File: config.mk
export PLATFORM = sky130hd
export DESIGN_NAME = mux_pipe_n
export DESIGN_NICKNAME = d
export VERILOG_FILES = /design/src/rtl/mux_pipe_pkg.sv /design/src/rtl/mux_n.sv /design/src/rtl/mux_pipe_n.sv
export SDC_FILE = /design/constraint.sdc
export NUM_CORES = 1
export LEC_CHECK = 0
export ABC_CLOCK_PERIOD_IN_PS = 2500
export CORE_UTILIZATION = 42
export CTS_CLUSTER_DIAMETER = 30
export CTS_CLUSTER_SIZE = 40
export DETAILED_ROUTE_END_ITERATION = 10
export PLACE_DENSITY = 0.77
export SKIP_LAST_GASP = 1
export SYNTH_ARGS = -nofsm -noshare
export SYNTH_HDL_FRONTEND = slang
export SYNTH_HIERARCHICAL = 1
export SYNTH_SLANG_ARGS = --single-unit
File: constraint.sdc
create_clock -name clock -period 2.5 [get_ports clock]
set_input_delay 0.5 -clock clock [delete_from_list [all_inputs] [get_ports clock]]
set_output_delay 0.5 -clock clock [all_outputs]
set_load 0.01 [all_outputs]
File: src/rtl/mux_pipe_pkg.sv
// Shared types and helpers for the registered N:1 operand mux stage.
package mux_pipe_pkg;

  // Occupancy of the main (M) and skid (S) registers.
  typedef enum logic [1:0] {
    EMPTY = 2'd0,
    ONE   = 2'd1,
    FULL  = 2'd2
  } state_t;

  // Select width for a given source count; never below one bit.
  function automatic int sel_width(input int nsrc);
    return (nsrc > 1) ? $clog2(nsrc) : 1;
  endfunction

endpackage

File: src/rtl/mux_n.sv
// Combinational NSRC:1 word mux with an out-of-range select flag.
module mux_n
  import mux_pipe_pkg::*;
#(
  parameter  int WIDTH = 8,
  parameter  int NSRC  = 4,
  localparam int SELW  = sel_width(NSRC)
) (
  input  logic [NSRC*WIDTH-1:0] data,
  input  logic [SELW-1:0]       sel,
  output logic [WIDTH-1:0]      word,
  output logic                  range_err
);

  // One bit wider than the select so NSRC itself is representable.
  localparam logic [SELW:0] LIMIT = (SELW + 1)'(NSRC);

  // Pick source k when sel == k; unmatched selects yield zero.
  always_comb begin
    word = '0;
    for (int k = 0; k < NSRC; k++) begin
      if (sel == SELW'(k)) word = data[k*WIDTH +: WIDTH];
    end
  end

  assign range_err = ({1'b0, sel} >= LIMIT);

endmodule

File: src/rtl/mux_pipe_n.sv
// Registered operand-select stage: N:1 mux followed by a 2-entry
// valid/ready skid buffer so the consumer can stall without losing beats.
module mux_pipe_n
  import mux_pipe_pkg::*;
#(
  parameter  int WIDTH = 8,
  parameter  int NSRC  = 4,
  localparam int SELW  = sel_width(NSRC)
) (
  input  logic                  clock,
  input  logic                  reset,
  input  logic [NSRC*WIDTH-1:0] in_data,
  input  logic [SELW-1:0]       in_sel,
  input  logic                  in_valid,
  output logic                  in_ready,
  output logic [WIDTH-1:0]      out_data,
  output logic [SELW-1:0]       out_sel,
  output logic                  out_valid,
  input  logic                  out_ready,
  output logic                  sel_err
);

  state_t           state;
  logic [WIDTH-1:0] mux_word;
  logic             mux_err;
  logic [WIDTH-1:0] skid_data;
  logic [SELW-1:0]  skid_sel;
  logic             acc;
  logic             con;

  mux_n #(
    .WIDTH (WIDTH),
    .NSRC  (NSRC)
  ) u_mux (
    .data      (in_data),
    .sel       (in_sel),
    .word      (mux_word),
    .range_err (mux_err)
  );

  assign acc = in_valid && in_ready;
  assign con = out_valid && out_ready;

  // Skid FSM: tracks occupancy and owns the output register, ready and sticky error.
  always_ff @(posedge clock) begin
    if (reset) begin
      state     <= EMPTY;
      out_valid <= 1'b0;
      in_ready  <= 1'b1;
      out_data  <= '0;
      out_sel   <= '0;
      sel_err   <= 1'b0;
    end else begin
      if (acc && mux_err) sel_err <= 1'b1;
      case (state)
        EMPTY: begin
          if (acc) begin
            state     <= ONE;
            out_valid <= 1'b1;
            out_data  <= mux_word;
            out_sel   <= in_sel;
          end
        end
        ONE: begin
          if (acc && con) begin
            out_data <= mux_word;
            out_sel  <= in_sel;
          end else if (acc) begin
            // New beat parks in S; stop accepting until the consumer drains M.
            state    <= FULL;
            in_ready <= 1'b0;
          end else if (con) begin
            state     <= EMPTY;
            out_valid <= 1'b0;
          end
        end
        FULL: begin
          if (con) begin
            state    <= ONE;
            in_ready <= 1'b1;
            out_data <= skid_data;
            out_sel  <= skid_sel;
          end
        end
        default: begin
          state     <= EMPTY;
          out_valid <= 1'b0;
          in_ready  <= 1'b1;
        end
      endcase
    end
  end

  // Skid register: captures the beat that arrives while the output is stalled.
  always_ff @(posedge clock) begin
    if (state == ONE && acc && !con) begin
      skid_data <= mux_word;
      skid_sel  <= in_sel;
    end
  end

endmodule

==> results.json, run 1 <==
{
  "status": "complete, but fails checks",
  "violations": "DRC",
  "crit_type": "register to output pin",
  "portBuffers": 50,
  "yosys-top-cells-area": "dfxtp_1 24%, edfxtp_1 24%, mux4_2 14%",
  "cp_num_buf_inv": 1,
  "cp_max_fo": 7,
  "ys_types": 29,
  "arrival_ps": 1350,
  "finalPower_w": 0.00106,
  "r2r_slack_ps": 980,
  "grt_first_pass_wirelength_um": 4030,
  "dp_slack_ps": 396,
  "vdd_drop_max_uv": 234,
  "core_um2": 2810,
  "hold_viol": 0,
  "crit_family": "buffers and inverters",
  "clkTransAtPathRegs_ps": 130,
  "crit_chain": "clkdlybuf4s50_1",
  "yosysSeqAreaShare_pct": 47.7,
  "fin_worst_skew_ps": 2.27,
  "whs_ps": 491,
  "critPathLaunchType": "register",
  "cts-root-buf": "clkbuf_4",
  "clock_latency_ps": 320,
  "area_delta_synth_final_pct": 42.1,
  "setup_tns_ps": 0,
  "tightest_slew_ps": 547,
  "cts_hold_buf": 0,
  "num_antenna_cells": 0,
  "required_ps": 2000,
  "syn-instance-count": 97,
  "syn_nets": 135,
  "drc": 1,
  "viasPerCell": 5.66,
  "min_period_over_period_pct": 73.8,
  "clockBufferDepth": 2,
  "period_needed_ps": 1850,
  "num_rows": 19,
  "max_freq_mhz": 542,
  "io_pins": 51,
  "power_leakage_nw": 0.612,
  "yosysTopAreaCellShare_pct": 23.8,
  "drive_above_1_share_pct": 11.0,
  "totalWireLength_um": 2470,
  "syn_area_um2": 1260,
  "ant_nets": 0,
  "cts_max_level": 1,
  "final.fill_count": 241,
  "final-max-slew-violation-count": 0,
  "cp_slowest_cell": "clkdlybuf4s50_1",
  "grt_start_max_net_pins": 16,
  "cts_tree": "done",
  "cap_violations": 0,
  "cts_made_buffers": 3,
  "wl_per_cell_um": 13.9,
  "fin_nets": 185,
  "hp-class": "register to register",
  "setup_viol": 0,
  "die_width_um": 56.8,
  "dr.first_iter.drc_count": 27,
  "p_per_area_nw_per_um2": 591,
  "slew_headroom_pct": 63.5,
  "avgSynthCellArea_um2": 13.0,
  "grt_antenna_before_repair": 0,
  "globalRouteTotalUtil_pct": 16.4,
  "worst_setup_path_end_kind": "output pin",
  "fin_ws_ps": 654,
  "initial_utilization_pct": 44.9,
  "hpwl_um": 1960,
  "via_count": 1001,
  "overflow": 0,
  "synth-seq-cells": 25,
  "numClockSinks": 25,
  "rsz0062_at_grt": "false",
  "dieArea_um2": 3220,
  "cts_resized": 0,
  "place.gp.congestion": 0.804,
  "synth-warning-count": 6,
  "synth_top_cell_by_area": "dfxtp_1",
  "post_cts_buffers": 0,
  "grt_pass1_vias": 981,
  "drtPass1Iterations": 7,
  "die-height_um": 56.8,
  "slowest_delay_ps": 580
}
## through the flow
step,cells,utilization [%],area (µm²)
CTS,177,63.8,1790
global placement,173,62.9,1760
floorplan,97,-,1260
detailed placement,173,62.9,1760
global route,177,63.8,1790
finish,177,63.8,1790
## synth_stat cells (all sizes together)
master and instances:
clkbuf 2, a21oi 2, and4b 2, a211o 1, nor3b 1, nor2 2, a31oi 1, mux4 8
o21ai 1, nor3 1, mux2i 10, conb 1, inv 1, nand2 2, edfxtp 10, a211oi 21
and3b 1, nand4 1, a21bo 1, o21bai 2, dfxtp 15, o2bb2ai 1, nand3b 1, and2b 1
buf 7, a21o 1
## area by class of cell
cell class                      instances  area [µm²]  area share [%]
Inverter                                1        3.75           0.210
Multi-Input combinational cell         62         591            33.0
Timing Repair Buffer                   54         531            29.6
Sequential cell                        25         601            33.5
Tap cell                               31        38.8            2.17
Clock buffer                            4        26.3            1.47
## worst paths after layout
path | startpoint | to | cells past startpoint
setup / recovery | out_valid | out_valid | 1
hold / removal | sel_err | sel_err | 2
setup reg to reg | state[0] | skid_data[1] | 3
hold reg to reg | sel_err | sel_err | 2
## power breakdown
part           switching, W  internal (W)
Clock              0.000115     0.0000625
Combinational      0.000145      0.000211
Sequential        0.0000400      0.000484
## cells in the final DEF (no fill, tap or decap), types with 2 or more instances in the layout
cell type	count
buf_4	4
dfxtp_1	15
a21oi_1	2
o21bai_1	2
a211oi_1	21
nand2_1	2
and4b_1	2
clkbuf_4	3
mux2i_1	10
nor2_1	2
clkdlybuf4s50_1	50
edfxtp_1	10
mux4_2	8
## flip-flops by register name (all words and copies together), names as in the netlist
| signal | flops |
|---|---|
| out_valid | 1 |
| skid_data | 8 |
| in_ready | 1 |
| out_data | 8 |
| out_sel | 2 |
| skid_sel | 2 |
| sel_err | 1 |
| state | 2 |
## worst register-to-register path, delay by kind of cell (launching register included)
family          cells  cell delay [ps]
compound gates      1              350
simple gates        1              220
buf+inv             1              220
flops               1              450
## per-layer routing
| layer | track usage, % | part of all wire [%] | vias to the layer above | wire, µm |
|---|---|---|---|---|
| met1 | 21.5 | 44 | 455 | 1100 |
| li1 | - | - | 493 | - |
| met5 | 0 | 0 | - | 0 |
| met2 | 25.9 | 46 | 48 | 1150 |
| met3 | 3.69 | 7.2 | 5 | 177 |
| met4 | 7.32 | 1.9 | 0 | 48 |
## kinds of logic after synthesis
logic type,Yosys count,share of synthesized area [%]
AOI/OAI and AO/OA,31,18.2
buffers and inverters,10,5.46
DFF,25,47.7
muxes,18,22.2
other,1,0.298
and+or+nand+nor,12,6.16
Power figures use the tool's default switching activity.
==> run 2, diff against run 1 <==
ABC_CLOCK_PERIOD_IN_PS = 1930   (was 2500)
clock period = 1.93 ns   (was 2.5 ns; I/O delays follow)
==> run 2 against run 1 <==
Net effect: the flow still finishes with violations (DRC); hold slack improved by 4.5 ps; core utilization grew 1.7 points; power is 32% higher; sequential share of layout area down 0.87 points; final cell count up 2.3%; non-clock buffer count increased by 4; flip-flop and latch count is the same; clock-buffer cell count unchanged; setup slack got worse by 440 ps; critical endpoint unchanged; largest power group unchanged.
==> results.json, run 2 (same netlist as run 1, synthesis figures left out) <==
{
  "status": "complete, but fails checks",
  "violations": "DRC",
  "wl_per_cell_um": 15.4,
  "crit_chain": "clkdlybuf4s50_1",
  "final-max-slew-violation-count": 0,
  "arrival_ps": 1330,
  "globalRouteTotalUtil_pct": 19.3,
  "final_cell_count_no_fill": 181,
  "whs_ps": 496,
  "slowest_delay_ps": 570,
  "cts_max_level": 1,
  "final_cell_mix": "50 x clkdlybuf4s50_1, 21 x a211oi_1, 15 x dfxtp_1",
  "fin_worst_skew_ps": 6.40,
  "num_rows": 19,
  "crit_family": "buffers and inverters",
  "numClockSinks": 25,
  "critPathLaunchType": "register",
  "via_count": 1047,
  "p_per_area_nw_per_um2": 760,
  "drive_above_1_share_pct": 14.0,
  "cts_hold_buf": 0,
  "dr.first_iter.drc_count": 39,
  "initial_utilization_pct": 44.9,
  "cp-startpoint": "out_valid",
  "fin_nets": 189,
  "ant_nets": 0,
  "clock_latency_ps": 310,
  "final_core_util_pct": 65.5,
  "clockBufferDepth": 2,
  "grt_pass1_vias": 1127,
  "cts_made_buffers": 3,
  "hold_viol": 0,
  "totalWireLength_um": 2780,
  "grt_antenna_before_repair": 0,
  "slew_headroom_pct": 62.2,
  "r2r_start": "state[1]",
  "vdd_drop_max_uv": 381,
  "hp-class": "register to register",
  "portBuffers": 50,
  "required_ps": 1540,
  "clkTransAtPathRegs_ps": 130,
  "place_inst": 177,
  "crit_type": "register to output pin",
  "dieArea_um2": 3220,
  "viasPerCell": 5.78,
  "io_pins": 51,
  "layout_commonest_cell": "clkdlybuf4s50_1",
  "die_width_um": 56.8,
  "setup_viol": 0,
  "power_leakage_nw": 0.637,
  "core_um2": 2810,
  "final.fill_count": 207,
  "worstHoldStart": "sel_err",
  "grt_start_max_net_pins": 14,
  "cts-root-buf": "clkbuf_4",
  "period_needed_ps": 1710,
  "setup_tns_ps": 0,
  "tightest_slew_ps": 567,
  "drtPass1Iterations": 8,
  "drc": 12,
  "cp_max_fo": 7,
  "die-height_um": 56.8,
  "rsz0062_at_grt": "false",
  "reg_top3": "out_data: 8 flops, skid_data: 8 flops",
  "hpwl_um": 2270,
  "num_antenna_cells": 0,
  "cts_tree": "done",
  "cts_resized": 0,
  "worst_setup_path_end_kind": "output pin",
  "cp_slowest_cell": "clkdlybuf4s50_1",
  "cap_violations": 0,
  "overflow": 0,
  "min_period_over_period_pct": 88.8,
  "grt_first_pass_wirelength_um": 4840,
  "place.gp.congestion": 0.779,
  "placed_area_um2": 1810,
  "max_freq_mhz": 583,
  "stdcell_area_um2": 1840,
  "post_cts_buffers": 0,
  "area_delta_synth_final_pct": 45.9,
  "cp_num_buf_inv": 1
}
-- run 2: cell types whose count changed in the layout (fill, tap and decap cells not counted) --
cell and change:
buf_12 +1, buf_4 +3, nor3_1 -1, nor3_2 +1
-- run 2: area by class of cell --
type,instances,area [µm²],area share [%]
flip-flops and latches,25,601,32.7
multi-input cells,62,596,32.4
repair buffers,58,573,31.2
well taps,31,38.8,2.11
clock buffers,4,26.3,1.43
inverters,1,3.75,0.204
-- run 2: metal layers --
metal / wire length (µm) / GRT usage, %
met3: 232 / 2.76
met1: 1110 / 22.0
met5: 0 / 0
met2: 1390 / 35.9
met4: 46 / 8.01
-- run 2: worst paths after layout --
path | to | slack, ps | cells past startpoint
hold / removal | sel_err | 500 | 2
setup / recovery | out_valid | 220 | 1
setup reg to reg | out_sel[1] | 390 | 3
hold reg to reg | sel_err | 500 | 2
-- run 2: through the flow --
| step | setup WS [ps] | power [W] |
|---|---|---|
| floorplan | 256 | 0.000947 |
| global placement | 4.28 | 0.00117 |
| detailed placement | -49.4 | 0.00119 |
| CTS | 210 | 0.00141 |
| global route | 113 | 0.00148 |
| finish | 215 | 0.00140 |
-- run 2: power by group --
part | internal (W) | leakage [nW] | switching, W
clock | 0.0000807 | 0.0150 | 0.000144
combinational | 0.000293 | 0.406 | 0.000200
sequential | 0.000627 | 0.215 | 0.0000523
==> run 3, diff against run 2 <==
ABC_CLOCK_PERIOD_IN_PS = unset   (was 1930)
REMOVE_ABC_BUFFERS = 1   (was unset)
==> run 3 against run 2 <==
Net effect: the flow still finishes with violations (DRC); power shrank 0.11%; clock skew barely moved; register-to-register slack improved by 70 ps; cell area shrank 0.20%.
==> results.json, run 3 (same netlist as run 1, synthesis figures left out) <==
{
  "arrival_ps": 1360,
  "p_per_area_nw_per_um2": 761,
  "power_leakage_nw": 0.639,
  "place.gp.congestion": 0.751,
  "reg_top3": "out_data: 8 flops, skid_data: 8 flops",
  "io_pins": 51,
  "required_ps": 1540,
  "overflow": 0,
  "critPathLaunchType": "register",
  "multiInputGateArea_um2": 591,
  "status": "complete, but fails checks",
  "grt_first_pass_wirelength_um": 4460,
  "cts_tree": "done",
  "cp.depth": 1,
  "cts_hold_buf": 0,
  "cp_slowest_cell": "clkdlybuf4s50_1",
  "ant_nets": 0,
  "grt_start_max_net_pins": 15,
  "area_delta_synth_final_pct": 45.6,
  "period_needed_ps": 1740,
  "clock_latency_ps": 310,
  "power.share.clock_pct": 16.5,
  "final_cell_mix": "50 x clkdlybuf4s50_1, 21 x a211oi_1, 15 x dfxtp_1",
  "crit_family": "buffers and inverters",
  "cap_violations": 0,
  "wl_per_cell_um": 14.9,
  "comb_power_share_pct": 34.8,
  "cts_resized": 0,
  "dp_slack_ps": -70.5,
  "core_um2": 2810,
  "viasPerCell": 5.74,
  "die-height_um": 56.8,
  "crit_type": "register to output pin",
  "max_freq_mhz": 574,
  "grt_antenna_before_repair": 0,
  "vdd_drop_max_uv": 358,
  "portBuffers": 50,
  "placed_area_um2": 1810,
  "cts-root-buf": "clkbuf_4",
  "dieArea_um2": 3220,
  "totalWireLength_um": 2700,
  "cp-startpoint": "out_valid",
  "rsz0062_at_grt": "false",
  "die_width_um": 56.8,
  "fin_worst_skew_ps": 6.79,
  "dr.first_iter.drc_count": 20,
  "cp_num_buf_inv": 1,
  "drc": 1,
  "r2r_end": "skid_data[1]",
  "seqPwrFrac_pct": 48.8,
  "num_rows": 19,
  "via_count": 1039,
  "layout_commonest_cell": "clkdlybuf4s50_1",
  "setup_viol": 0,
  "grt_pass1_vias": 1016,
  "hp-class": "register to register",
  "violations": "DRC",
  "fin_ws_ps": 188,
  "r2r_start": "state[0]",
  "min_period_over_period_pct": 90.3,
  "post_cts_buffers": 0,
  "final.fill_count": 208,
  "intPower_w": 0.000994,
  "hold_viol": 0,
  "slowest_delay_ps": 580,
  "num_antenna_cells": 0,
  "crit_chain": "clkdlybuf4s50_1",
  "numClockSinks": 25,
  "crit_end": "out_valid",
  "stdcell_area_um2": 1830,
  "cts_made_buffers": 3,
  "setup_tns_ps": 0,
  "clockBufferDepth": 2,
  "globalRouteTotalUtil_pct": 18.0,
  "drtPass1Iterations": 8,
  "cts_max_level": 1,
  "r2r_cells": 3,
  "initial_utilization_pct": 44.9,
  "clkTransAtPathRegs_ps": 140,
  "final-max-slew-violation-count": 0,
  "swShare_pct": 28.7,
  "p_sw_w": 0.000401,
  "regArea_um2": 601,
  "cp_max_fo": 7,
  "worst_setup_path_end_kind": "output pin",
  "r2r_slack_ps": 460,
  "drive_above_1_share_pct": 14.0,
  "fin_nets": 189
}
[run 3: cell count changes in the layout (fill, tap and decap cells not counted), sizes merged]
cell,previous run,this run
clkbuf,4,3
clkinv,0,1
[run 3: power groups by stage]
stage                     combinational (W)  sequential (W)  clock [W]
after global placement             0.000476        0.000688          0
after floorplan                    0.000207        0.000705          0
after global routing               0.000526        0.000691   0.000257
final                              0.000485        0.000681   0.000230
after CTS                          0.000490        0.000681   0.000234
after detailed placement           0.000488        0.000694          0
[run 3: layout make-up]
cell class / instances / area share, %
timing repair buffer: 58 / 31.2
tap: 31 / 2.11
inverter: 1 / 0.205
sequential: 25 / 32.7
clock buffer: 3 / 1.23
multi-input combinational: 62 / 32.2
clock inverter: 1 / 0.273
[run 3: how the worst min path moves through the flow]
stage	from	endpoint	slack [ps]	cells past startpoint
final	sel_err	sel_err	510	2
after global routing	sel_err	sel_err	560	2
after CTS	sel_err	sel_err	530	2
after detailed placement	sel_err	sel_err	490	2
after global placement	sel_err	sel_err	450	2
after floorplan	reset	out_valid	460	1
[run 3: per-stage QoR]
step | util [%] | hold slack, ps | cells | power (W)
CTS | 65.4 | 529 | 181 | 0.00141
global route | 65.4 | 564 | 181 | 0.00147
global placement | 64.4 | 448 | 177 | 0.00116
detailed placement | 64.4 | 495 | 177 | 0.00118
finish | 65.4 | 507 | 181 | 0.00140
floorplan | - | 455 | 88 | 0.000912
[run 3: metal layers]
layer  GRT usage [%]  vias to the layer above  wire, µm  part of all wire [%]
li1                -                      500         -                     -
met1            22.2                      486      1150                    43
met2            31.1                       51      1340                    50
met3            4.38                        2       188                   7.0
met4            5.57                        0        19                  0.70
met5               0                        -         0                     0
